==> src/rtl/ctrl_sequencer.sv <==
// ctrl_sequencer: decode-stage control FSM producing D2E control words.
// Tracks multi-word CALL/RET stack transfers, LDM immediates and post-branch
// flushes with internal state and counters. Outputs are combinational from
// (state, cnt, opcode, bubble). Build option CTRL_SEQ_INT_EN turns INT into a
// CALL-like multi-word push followed by an RTI-depth flush.

module ctrl_sequencer #(
  parameter int OPC_W     = 5,
  parameter int ALU_W     = 5,
  parameter int PC_WORDS  = 2,
  parameter int JMP_FLUSH = 1,
  parameter int RET_FLUSH = 2,
  parameter int RTI_FLUSH = 3,
  parameter int CNT_W     = 2
) (
  input  logic             clk,
  input  logic             rst,
  input  logic [OPC_W-1:0] opcode,
  input  logic             bubble,
  output logic [9:0]       ctrl,
  output logic [ALU_W-1:0] alu_sel,
  output logic             shift,
  output logic [1:0]       push_pop,
  output logic             is_push,
  output logic [CNT_W-1:0] word_idx,
  output logic             imm_phase,
  output logic             pc_hold,
  output logic             flushing
);

  // Opcode encodings shared with the decoder.
  localparam logic [OPC_W-1:0] OP_NOP  = OPC_W'(0);
  localparam logic [OPC_W-1:0] OP_NOT  = OPC_W'(1);
  localparam logic [OPC_W-1:0] OP_INC  = OPC_W'(2);
  localparam logic [OPC_W-1:0] OP_DEC  = OPC_W'(3);
  localparam logic [OPC_W-1:0] OP_MOV  = OPC_W'(4);
  localparam logic [OPC_W-1:0] OP_ADD  = OPC_W'(5);
  localparam logic [OPC_W-1:0] OP_SUB  = OPC_W'(6);
  localparam logic [OPC_W-1:0] OP_AND  = OPC_W'(7);
  localparam logic [OPC_W-1:0] OP_OR   = OPC_W'(8);
  localparam logic [OPC_W-1:0] OP_SHL  = OPC_W'(9);
  localparam logic [OPC_W-1:0] OP_SHR  = OPC_W'(10);
  localparam logic [OPC_W-1:0] OP_PUSH = OPC_W'(11);
  localparam logic [OPC_W-1:0] OP_POP  = OPC_W'(12);
  localparam logic [OPC_W-1:0] OP_LDM  = OPC_W'(13);
  localparam logic [OPC_W-1:0] OP_LDD  = OPC_W'(14);
  localparam logic [OPC_W-1:0] OP_STD  = OPC_W'(15);
  localparam logic [OPC_W-1:0] OP_IN   = OPC_W'(16);
  localparam logic [OPC_W-1:0] OP_OUT  = OPC_W'(17);
  localparam logic [OPC_W-1:0] OP_SETC = OPC_W'(18);
  localparam logic [OPC_W-1:0] OP_CLRC = OPC_W'(19);
  localparam logic [OPC_W-1:0] OP_JZ   = OPC_W'(20);
  localparam logic [OPC_W-1:0] OP_JN   = OPC_W'(21);
  localparam logic [OPC_W-1:0] OP_JC   = OPC_W'(22);
  localparam logic [OPC_W-1:0] OP_JMP  = OPC_W'(23);
  localparam logic [OPC_W-1:0] OP_CALL = OPC_W'(24);
  localparam logic [OPC_W-1:0] OP_RET  = OPC_W'(25);
  localparam logic [OPC_W-1:0] OP_RTI  = OPC_W'(26);
  localparam logic [OPC_W-1:0] OP_INT  = OPC_W'(27);
  // OP_RST (28) and 29..31 fall through to the NOP default.

  // ALU select encodings shared with the execute stage.
  localparam logic [ALU_W-1:0] ALU_NOP  = ALU_W'(0);
  localparam logic [ALU_W-1:0] ALU_NOT  = ALU_W'(1);
  localparam logic [ALU_W-1:0] ALU_INC  = ALU_W'(2);
  localparam logic [ALU_W-1:0] ALU_DEC  = ALU_W'(3);
  localparam logic [ALU_W-1:0] ALU_MOV  = ALU_W'(4);
  localparam logic [ALU_W-1:0] ALU_ADD  = ALU_W'(5);
  localparam logic [ALU_W-1:0] ALU_SUB  = ALU_W'(6);
  localparam logic [ALU_W-1:0] ALU_AND  = ALU_W'(7);
  localparam logic [ALU_W-1:0] ALU_OR   = ALU_W'(8);
  localparam logic [ALU_W-1:0] ALU_SHL  = ALU_W'(9);
  localparam logic [ALU_W-1:0] ALU_SHR  = ALU_W'(10);
  localparam logic [ALU_W-1:0] ALU_LDD  = ALU_W'(11);
  localparam logic [ALU_W-1:0] ALU_STD  = ALU_W'(12);
  localparam logic [ALU_W-1:0] ALU_SETC = ALU_W'(13);
  localparam logic [ALU_W-1:0] ALU_CLRC = ALU_W'(14);
  localparam logic [ALU_W-1:0] ALU_JZ   = ALU_W'(15);
  localparam logic [ALU_W-1:0] ALU_JN   = ALU_W'(16);
  localparam logic [ALU_W-1:0] ALU_JC   = ALU_W'(17);
  localparam logic [ALU_W-1:0] ALU_JMP  = ALU_W'(18);

  // Control words, bit order {IR,IW,MR,MW,MTR,ALU_src,RW,Branch,SetC,CLRC}.
  localparam logic [9:0] CTRL_ALU    = 10'b0000001000;
  localparam logic [9:0] CTRL_BRANCH = 10'b0000000100;
  localparam logic [9:0] CTRL_MWRITE = 10'b0001000000;
  localparam logic [9:0] CTRL_MREAD  = 10'b0010000000;
  localparam logic [9:0] CTRL_LOAD   = 10'b0010101000;
  localparam logic [9:0] CTRL_IN     = 10'b1000001000;
  localparam logic [9:0] CTRL_OUT    = 10'b0100000000;
  localparam logic [9:0] CTRL_SETC   = 10'b0000000010;
  localparam logic [9:0] CTRL_CLRC   = 10'b0000000001;
  localparam logic [9:0] CTRL_IMM    = 10'b0000011000;
`ifndef CTRL_SEQ_INT_EN
  localparam logic [9:0] CTRL_INT    = 10'b0001000100;
`endif

  localparam logic [1:0] PP_PUSH = 2'b01;
  localparam logic [1:0] PP_POP  = 2'b11;

  localparam logic [CNT_W-1:0] LAST_WORD = CNT_W'(PC_WORDS - 1);
  localparam logic [CNT_W-1:0] JMP_CNT   = CNT_W'(JMP_FLUSH);
  localparam logic [CNT_W-1:0] RET_CNT   = CNT_W'(RET_FLUSH);
  localparam logic [CNT_W-1:0] RTI_CNT   = CNT_W'(RTI_FLUSH);
  localparam logic [CNT_W-1:0] CNT_ONE   = CNT_W'(1);

  typedef enum logic [2:0] {
    S_IDLE,
    S_LDM_IMM,
    S_CALL_PUSH,
    S_RET_POP,
    S_FLUSH
  } state_t;

  state_t           state_q, state_d;
  logic [CNT_W-1:0] cnt_q, cnt_d;
  logic [CNT_W-1:0] call_flush_cnt;

`ifdef CTRL_SEQ_INT_EN
  // Remembers that the current push sequence came from INT, so its tail
  // flush uses the RTI depth instead of the JMP depth.
  logic int_q, int_d;
  assign call_flush_cnt = int_q ? RTI_CNT : JMP_CNT;
`else
  assign call_flush_cnt = JMP_CNT;
`endif

  // State and counter registers; reset lands in IDLE with a cleared counter.
  always_ff @(posedge clk or posedge rst) begin
    if (rst) begin
      state_q <= S_IDLE;
      cnt_q   <= '0;
`ifdef CTRL_SEQ_INT_EN
      int_q   <= 1'b0;
`endif
    end else begin
      state_q <= state_d;
      cnt_q   <= cnt_d;
`ifdef CTRL_SEQ_INT_EN
      int_q   <= int_d;
`endif
    end
  end

  // Next-state and output decode: reset > FLUSH > bubble > state action.
  always_comb begin
    state_d   = state_q;
    cnt_d     = cnt_q;
`ifdef CTRL_SEQ_INT_EN
    int_d     = int_q;
`endif
    ctrl      = '0;
    alu_sel   = ALU_NOP;
    shift     = 1'b0;
    push_pop  = 2'b00;
    is_push   = 1'b0;
    word_idx  = '0;
    imm_phase = 1'b0;
    pc_hold   = 1'b0;
    flushing  = 1'b0;

    if (rst) begin
      // Outputs stay at their NOP values while reset is asserted, even if
      // bubble is high; the registers are already being forced to IDLE.
      state_d = S_IDLE;
      cnt_d   = '0;
    end else if (state_q == S_FLUSH) begin
      // Flush cycles run regardless of opcode and bubble; the PC is free.
      flushing = 1'b1;
      if (cnt_q <= CNT_ONE) begin
        state_d = S_IDLE;
        cnt_d   = '0;
      end else begin
        cnt_d = cnt_q - CNT_ONE;
      end
    end else if (bubble) begin
      // Inserted NOP: freeze sequencing, keep showing the pending word index.
      pc_hold = 1'b1;
      if (state_q == S_CALL_PUSH || state_q == S_RET_POP) begin
        word_idx = cnt_q;
      end
    end else begin
      unique case (state_q)
        S_IDLE: begin
          unique case (opcode)
            OP_NOT:  begin ctrl = CTRL_ALU; alu_sel = ALU_NOT; end
            OP_INC:  begin ctrl = CTRL_ALU; alu_sel = ALU_INC; end
            OP_DEC:  begin ctrl = CTRL_ALU; alu_sel = ALU_DEC; end
            OP_MOV:  begin ctrl = CTRL_ALU; alu_sel = ALU_MOV; end
            OP_ADD:  begin ctrl = CTRL_ALU; alu_sel = ALU_ADD; end
            OP_SUB:  begin ctrl = CTRL_ALU; alu_sel = ALU_SUB; end
            OP_AND:  begin ctrl = CTRL_ALU; alu_sel = ALU_AND; end
            OP_OR:   begin ctrl = CTRL_ALU; alu_sel = ALU_OR;  end
            OP_SHL:  begin ctrl = CTRL_ALU; alu_sel = ALU_SHL; shift = 1'b1; end
            OP_SHR:  begin ctrl = CTRL_ALU; alu_sel = ALU_SHR; shift = 1'b1; end
            OP_PUSH: begin
              ctrl     = CTRL_MWRITE;
              alu_sel  = ALU_MOV;
              push_pop = PP_PUSH;
              is_push  = 1'b1;
            end
            OP_POP:  begin ctrl = CTRL_LOAD; alu_sel = ALU_MOV; push_pop = PP_POP; end
            OP_LDD:  begin ctrl = CTRL_LOAD;   alu_sel = ALU_LDD; end
            OP_STD:  begin ctrl = CTRL_MWRITE; alu_sel = ALU_STD; end
            OP_IN:   begin ctrl = CTRL_IN;     alu_sel = ALU_MOV; end
            OP_OUT:  begin ctrl = CTRL_OUT;    alu_sel = ALU_MOV; end
            OP_SETC: begin ctrl = CTRL_SETC;   alu_sel = ALU_SETC; end
            OP_CLRC: begin ctrl = CTRL_CLRC;   alu_sel = ALU_CLRC; end
            // LDM itself is a NOP; the following cycle carries the immediate.
            OP_LDM:  state_d = S_LDM_IMM;
            OP_CALL: begin
              ctrl     = CTRL_MWRITE;
              alu_sel  = ALU_STD;
              push_pop = PP_PUSH;
`ifdef CTRL_SEQ_INT_EN
              int_d    = 1'b0;
`endif
              if (PC_WORDS == 1) begin
                state_d = (JMP_CNT == '0) ? S_IDLE : S_FLUSH;
                cnt_d   = JMP_CNT;
              end else begin
                state_d = S_CALL_PUSH;
                cnt_d   = CNT_ONE;
              end
            end
            OP_RET: begin
              ctrl     = CTRL_MREAD;
              alu_sel  = ALU_MOV;
              push_pop = PP_POP;
              if (PC_WORDS == 1) begin
                state_d = (RET_CNT == '0) ? S_IDLE : S_FLUSH;
                cnt_d   = RET_CNT;
              end else begin
                state_d = S_RET_POP;
                cnt_d   = CNT_ONE;
              end
            end
            OP_JZ, OP_JN, OP_JC, OP_JMP: begin
              unique case (opcode)
                OP_JZ:   alu_sel = ALU_JZ;
                OP_JN:   alu_sel = ALU_JN;
                OP_JC:   alu_sel = ALU_JC;
                default: alu_sel = ALU_JMP;
              endcase
              state_d = (JMP_CNT == '0) ? S_IDLE : S_FLUSH;
              cnt_d   = JMP_CNT;
            end
            OP_RTI: begin
              ctrl    = CTRL_BRANCH;
              state_d = (RTI_CNT == '0) ? S_IDLE : S_FLUSH;
              cnt_d   = RTI_CNT;
            end
`ifdef CTRL_SEQ_INT_EN
            // INT saves the PC exactly like CALL, then flushes like RTI.
            OP_INT: begin
              ctrl     = CTRL_MWRITE;
              alu_sel  = ALU_STD;
              push_pop = PP_PUSH;
              int_d    = 1'b1;
              if (PC_WORDS == 1) begin
                state_d = (RTI_CNT == '0) ? S_IDLE : S_FLUSH;
                cnt_d   = RTI_CNT;
              end else begin
                state_d = S_CALL_PUSH;
                cnt_d   = CNT_ONE;
              end
            end
`else
            OP_INT:  ctrl = CTRL_INT;
`endif
            default: ; // NOP, RST and unused encodings decode to NOP
          endcase
        end

        S_LDM_IMM: begin
          ctrl      = CTRL_IMM;
          alu_sel   = ALU_MOV;
          imm_phase = 1'b1;
          pc_hold   = 1'b1;
          state_d   = S_IDLE;
        end

        S_CALL_PUSH: begin
          ctrl     = CTRL_MWRITE;
          push_pop = PP_PUSH;
          word_idx = cnt_q;
          pc_hold  = 1'b1;
          if (cnt_q == LAST_WORD) begin
            state_d = (call_flush_cnt == '0) ? S_IDLE : S_FLUSH;
            cnt_d   = call_flush_cnt;
          end else begin
            cnt_d = cnt_q + CNT_ONE;
          end
        end

        S_RET_POP: begin
          ctrl     = CTRL_MREAD;
          alu_sel  = ALU_MOV;
          push_pop = PP_POP;
          word_idx = cnt_q;
          pc_hold  = 1'b1;
          if (cnt_q == LAST_WORD) begin
            state_d = (RET_CNT == '0) ? S_IDLE : S_FLUSH;
            cnt_d   = RET_CNT;
          end else begin
            cnt_d = cnt_q + CNT_ONE;
          end
        end

        default: begin
          state_d = S_IDLE;
          cnt_d   = '0;
        end
      endcase
    end
  end

endmodule

==> config.mk <==
export PLATFORM = sky130hd
export DESIGN_NAME = ctrl_sequencer
export DESIGN_NICKNAME = d
export VERILOG_FILES = /design/src/rtl/ctrl_sequencer.sv
export SDC_FILE = /design/constraint.sdc
export NUM_CORES = 1
export LEC_CHECK = 0
export ABC_AREA = 1
export CAP_MARGIN = 10
export CORE_MARGIN = 3
export CORE_UTILIZATION = 35
export CTS_CLUSTER_DIAMETER = 50
export DETAILED_ROUTE_END_ITERATION = 10
export PLACE_DENSITY_LB_ADDON = 0.2
export SLEW_MARGIN = 10
export SYNTH_ARGS = -nofsm -noshare
export SYNTH_HDL_FRONTEND = slang
export SYNTH_SLANG_ARGS = --single-unit
==> constraint.sdc <==
create_clock -name clk -period 2.01 [get_ports clk]
set_input_delay 0.402 -clock clk [delete_from_list [all_inputs] [get_ports clk]]
set_output_delay 0.402 -clock clk [all_outputs]
set_load 0.01 [all_outputs]
==> impl_metrics.toml, run 1 <==
[setup_path]
critical_path.top_delay_family = "simple AND/OR/NAND/NOR gates"
critPathBufInv = 4
crit_path_frequent_cell = "buf_4"
critPathMaxFanout = 6
crit_path_start_kind = "input pin"
cp_cell_sequence = "buf_4, inv_4, buf_4, nand3_1, nand2_1, nor2_2, nand3_2, nand2_4, nor2_1, clkdlybuf4s15_2"
worst_path_largest_cell_delay_ps = 220
cp.depth = 10
r2r_slack_ps = 370
required_ps = 1610
end_kind = "output pin"
r2r-start = "state_q[2]"
ff2ff_path_depth = 10
critical_path.startpoint = "opcode[4]"
critical_path_arrival_ps = 1590
criticalPathCategory = "input pin to output pin"
reg2reg_to = "state_q[1]"
cpMaxStageDelayCell = "clkdlybuf4s15_2"
critical_path.endpoint = "ctrl[0]"

[grt]
top_usage_layer = "met1"
grt_pass1_wl_um = 6620
met2_usage_pct = 34.7
grt_max_degree = 9
grt_pass1_vias = 1472
grt_usage_pct = 24.4
grt.overflow.total = 0
grt_use_met1_pct = 36.9
use_met3_pct = 5.23
antenna_found_initial = 0

[logic_synthesis]
muxShareOfSynthArea_pct = 0
syn_nets = 212
ys.warnings.count = 0
synth_compound_area_share_pct = 9.81
synthAdderAreaFrac_pct = 4.97
synth_edf_count = 0
yosys.area_share.simple_pct = 59.0
synth_xor_area_share_pct = 0
synthesis.area_mm2 = 0.00101
synthArstFlopShare_pct = 100
synth_top_family_by_area = "simple AND/OR/NAND/NOR gates"
syn_inst = 200
ys_seq_elements = 5
syn_avg_cell_area_um2 = 5.04
ys.flop_type = "dfrtp_1"
ys_types = 23
yosysSeqAreaShare_pct = 12.4

[timing]
hold_viol = 0
maxSlewViolCount = 0
slew_headroom_pct = 81.4
grt_setup_unrepaired = "true"
max_freq_mhz = 503
post-route-min-period_ps = 1990
timing.final.ws_setup_ps = 22.7
hold_ws_ps = 537
setup_viol = 0
tns_ps = 0
tightest_slew_ps = 278
finClkSkew_ps = 4.59
finalCritPeriodShare_pct = 98.9

[clocking]
cts_buffer_depth = 2
cts-root-buf = "clkbuf_4"
numCtsBuffers = 3
ctsHoldBuffers = 0
h-tree-depth = 1
path_clk_slew_ps = 50
clk_latency_ps = 250
cts.sinks = 5
cts_tree = "yes"

[power]
seqPwrFrac_pct = 15.3
clock_power_share_pct = 13.7
p_leak_nw = 1.10
ir_drop_uv = 615
switching_share_pct = 47.3
p_int_mw = 0.456
pwr-share-comb_pct = 71.0
switching_power_mw = 0.410
power_density_mw_per_mm2 = 443

[die]
dieArea_mm2 = 0.00356
die_h_um = 59.6
core_area_mm2 = 0.00261
rows = 18
die_x_um = 59.6
initial_core_util_pct = 38.6
ios = 32

[routing]
wl_per_cell_um = 13.6
ant_nets = 0
drt-total-wl_um = 4400
remaining_drc_errors = 0
drt_first_iter_violations = 114
via_count = 1660
viasPerCell = 5.14
drtPass1Iterations = 5

[placement]
gp_congestion = 0.972
post-place-ws_ps = -802
hpwl_um = 3140
port_buffers = 31

[layout]
final_nets = 306
layout-drive-gt1-share_pct = 50.5
area_delta_synth_final_pct = 94.0
diodes = 0
final_cell_mix = "buf_4 (60), nand2_1 (53), inv_1 (21), nor2_1 (17)"
final_common_cell = "buf_4"

[flow_run]
drv_cap = 0

[hold_path]
worstHoldPathType = "input pin to asynchronous set/reset pin"

[outcome]
status = "completed"
==> synth_stat cells (3+ instances only) <==
master	number	area (um2)
a21oi_1	8	40.0
dfrtp_1	5	125
ha_1	4	50.1
inv_1	28	105
nand2_1	69	259
nand3_1	22	110
nand4_1	3	18.8
nor2_1	27	101
nor2_2	4	25.0
nor3_1	10	50.1
o21ai_0	5	25.0
==> metal layers <==
metal  up-vias  wire, um
li1        818         -
met1       756      2000
met2        74      1920
met3        12       396
met4         0        76
met5         -         0
==> power by group through the flow <==
stage	Clock, mW	Sequential [mW]	Combinational [mW]
2_1_floorplan	0	0.138	0.250
3_3_place_gp	0	0.130	0.505
3_5_place_dp	0	0.130	0.507
4_1_cts	0.123	0.129	0.528
5_1_grt	0.130	0.135	0.670
6_report	0.119	0.132	0.615
==> state kept, by name, indices dropped and copies added, names as in the netlist <==
name     flops
state_q      3
cnt_q        2
==> area by class of cell <==
type                            instances  area [um2]
Fill cell                             214         658
Clock buffer                            3        22.5
Tap cell                               30        37.5
Inverter                               31         120
Sequential cell                         5         125
Timing Repair Buffer                   92         698
Clock inverter                          1        5.00
Multi-Input combinational cell        161         946
==> metrics by stage <==
step	std cells	util [%]	instance area (um2)	power, mW
after floorplan	200	-	1010	0.388
after global placement	308	65.4	1710	0.634
after detailed placement	308	65.4	1710	0.637
after CTS	320	69.1	1800	0.779
after global routing	323	74.8	1950	0.935
final	323	74.8	1950	0.866
==> worst min-delay path by stage <==
stage	startpoint	to	depth (start not counted)
final	rst	state_q[0]	4
after global routing	rst	state_q[2]	4
after CTS	rst	cnt_q[1]	4
after detailed placement	state_q[1]	state_q[1]	3
after global placement	state_q[2]	state_q[2]	3
after floorplan	rst	cnt_q[0]	2
==> worst min-delay path: stages <==
cell and delay, ps:
dlygate4sd2_1 270, buf_6 150, buf_4 130, inv_1 210
==> timing repair <==
| item | CTS | global route |
|---|---|---|
| resized for setup | 105 | 70 |
| buffers inserted | 8 | 4 |
| setup endpoints to repair | 24 | 22 |
| pin swaps | 5 | 11 |
| gates cloned | 0 | 0 |
==> cells by family after synthesis <==
| family | Yosys count |
|---|---|
| AND/OR/NAND/NOR | 139 |
| buffers and inverters | 34 |
| AO/OA/AOI/OAI | 18 |
| flip-flops | 5 |
| adder cells (fa/ha/maj) | 4 |
(Power assumes the default switching activity.)
==> inputs of run 2 (changes only) <==
Settings changed: SKIP_CTS_REPAIR_TIMING set to 1.
==> impl_metrics.toml, run 2 (synthesis results as in run 1) <==
[layout]
fin_area_mm2 = 0.00175
area_delta_synth_final_pct = 73.7
final_nets = 295
fillCellCount = 256
top_register = "state_q"
final_common_cell = "nand2_1"
layout-drive-gt1-share_pct = 36.2
final_cell_mix = "nand2_1 (64), buf_4 (50), inv_1 (24), nor2_1 (23), nand3_1 (19)"
reg_top3 = "state_q x3, cnt_q x2"
largest_reg_flops = 3
diodes = 0
fin_util_pct = 67.0

[setup_path]
reg2reg_to = "state_q[1]"
end_kind = "output pin"
ff2ff_path_depth = 10
critical_path_arrival_ps = 1570
crit_path_start_kind = "input pin"
criticalPathCategory = "input pin to output pin"
r2r_slack_ps = 330
required_ps = 1610
r2r-start = "state_q[2]"
cp_cell_sequence = "clkbuf_2, inv_1, nand2_1, nor2_4, buf_4, a21oi_1, nand3_1, nand2_2, nor2_1, dlymetal6s2s_1"
cpMaxStageDelayCell = "a21oi_1"
worst_path_largest_cell_delay_ps = 180
critPathMaxFanout = 5

[clocking]
h-tree-depth = 1
clk_latency_ps = 250
cts_tree = "yes"
cts.sinks = 5
cts_buffer_depth = 2
path_clk_slew_ps = 50
numCtsBuffers = 3
cts-root-buf = "clkbuf_4"

[die]
rows = 18
die_h_um = 59.6
core_area_mm2 = 0.00261
ios = 32
dieArea_mm2 = 0.00356
initial_core_util_pct = 38.6
die_x_um = 59.6

[timing]
finClkSkew_ps = 4.27
timing.final.ws_setup_ps = 40.2
maxSlewViolCount = 0
tightest_slew_ps = 276
setup_viol = 0
slew_headroom_pct = 81.6
max_freq_mhz = 508
hold_viol = 0
post-route-min-period_ps = 1970
grt_setup_unrepaired = "true"
finalCritPeriodShare_pct = 98.0

[power]
pwr-share-comb_pct = 67.9
power_density_mw_per_mm2 = 439
p_int_mw = 0.412
clock_power_share_pct = 15.3
ir_drop_uv = 592
switching_share_pct = 46.4
switching_power_mw = 0.357
p_leak_nw = 1.16
seqPwrFrac_pct = 16.8

[grt]
grt_pass1_wl_um = 6150
grt_usage_pct = 22.6
grt_pass1_vias = 1375
antenna_found_initial = 0
grt.overflow.total = 0
grt_max_degree = 12

[placement]
placed_cell_area_mm2 = 0.00171
gp_congestion = 0.972
post-place-ws_ps = -802
hpwl_um = 3140
port_buffers = 31

[routing]
drtPass1Iterations = 4
drt-total-wl_um = 3820
remaining_drc_errors = 0
via_count = 1575
ant_nets = 0
viasPerCell = 5.05
drt_first_iter_violations = 125
wl_per_cell_um = 12.2

[hold_path]
worstHoldPathType = "input pin to asynchronous set/reset pin"

[flow_run]
drv_cap = 0

[outcome]
status = "completed"
## run 2: cell types whose count changed in the layout (fill, tap and decap cells not counted), moves of 4 or more
cell            before  now
nand2_4              4    0
dlymetal6s2s_1       0   13
nor2_4               6    2
nor2_1              17   23
clkbuf_2             2   14
nand2_1             53   64
nand2_2             14    7
nand3_1             13   19
buf_2               14    3
buf_4               60   50
nand3_2             10    4
dlygate4sd2_1        6    0
## run 2: power by group through the flow
stage | logic [mW] | clock network, mW | registers (mW)
after floorplan | 0.250 | 0 | 0.138
after global placement | 0.505 | 0 | 0.130
after detailed placement | 0.507 | 0 | 0.130
after CTS | 0.511 | 0.123 | 0.129
after global routing | 0.580 | 0.130 | 0.132
final | 0.521 | 0.118 | 0.129
## run 2: layout make-up
cell class	instances	area (um2)	share of cell area (%)
inverters	31	116	6.65
multi-input cells	161	808	46.2
clock inverters	1	5.00	0.286
clock buffers	3	22.5	1.29
repair buffers	81	634	36.3
flip-flops and latches	5	125	7.15
well taps	30	37.5	2.15
## run 2: routing by layer
metal | part of all wire, % | global-route usage [%]
met1 | 49 | 36.5
met2 | 42 | 30.2
met3 | 9.1 | 4.58
met4 | 0.18 | 4.11
met5 | 0 | 0
## run 2: through the flow
| step | TNS, ps | power, mW | std cells | hold slack, ps |
|---|---|---|---|---|
| 6_report | 0 | 0.768 | 312 | 317 |
| 5_1_grt | -398 | 0.842 | 312 | 323 |
| 4_1_cts | -13930 | 0.763 | 312 | 615 |
| 3_5_place_dp | -14100 | 0.637 | 308 | 636 |
| 3_3_place_gp | -14170 | 0.634 | 308 | 613 |
| 2_1_floorplan | 0 | 0.388 | 200 | 418 |
## run 2: worst max path at each step
stage,from,end,slack [ps],cells after the start
floorplan,state_q[2],shift,290,6
global placement,opcode[1],alu_sel[4],-810,10
detailed placement,opcode[1],alu_sel[4],-800,10
CTS,opcode[1],alu_sel[0],-810,10
global route,opcode[2],ctrl[0],-70,10
finish,opcode[2],ctrl[8],40,10
## run 2: critical path: cells and delay by family
| family | cells | cell delay [ps] |
|---|---|---|
| buffers and inverters | 4 | 520 |
| and+or+nand+nor | 5 | 470 |
| AOI/OAI and AO/OA | 1 | 180 |
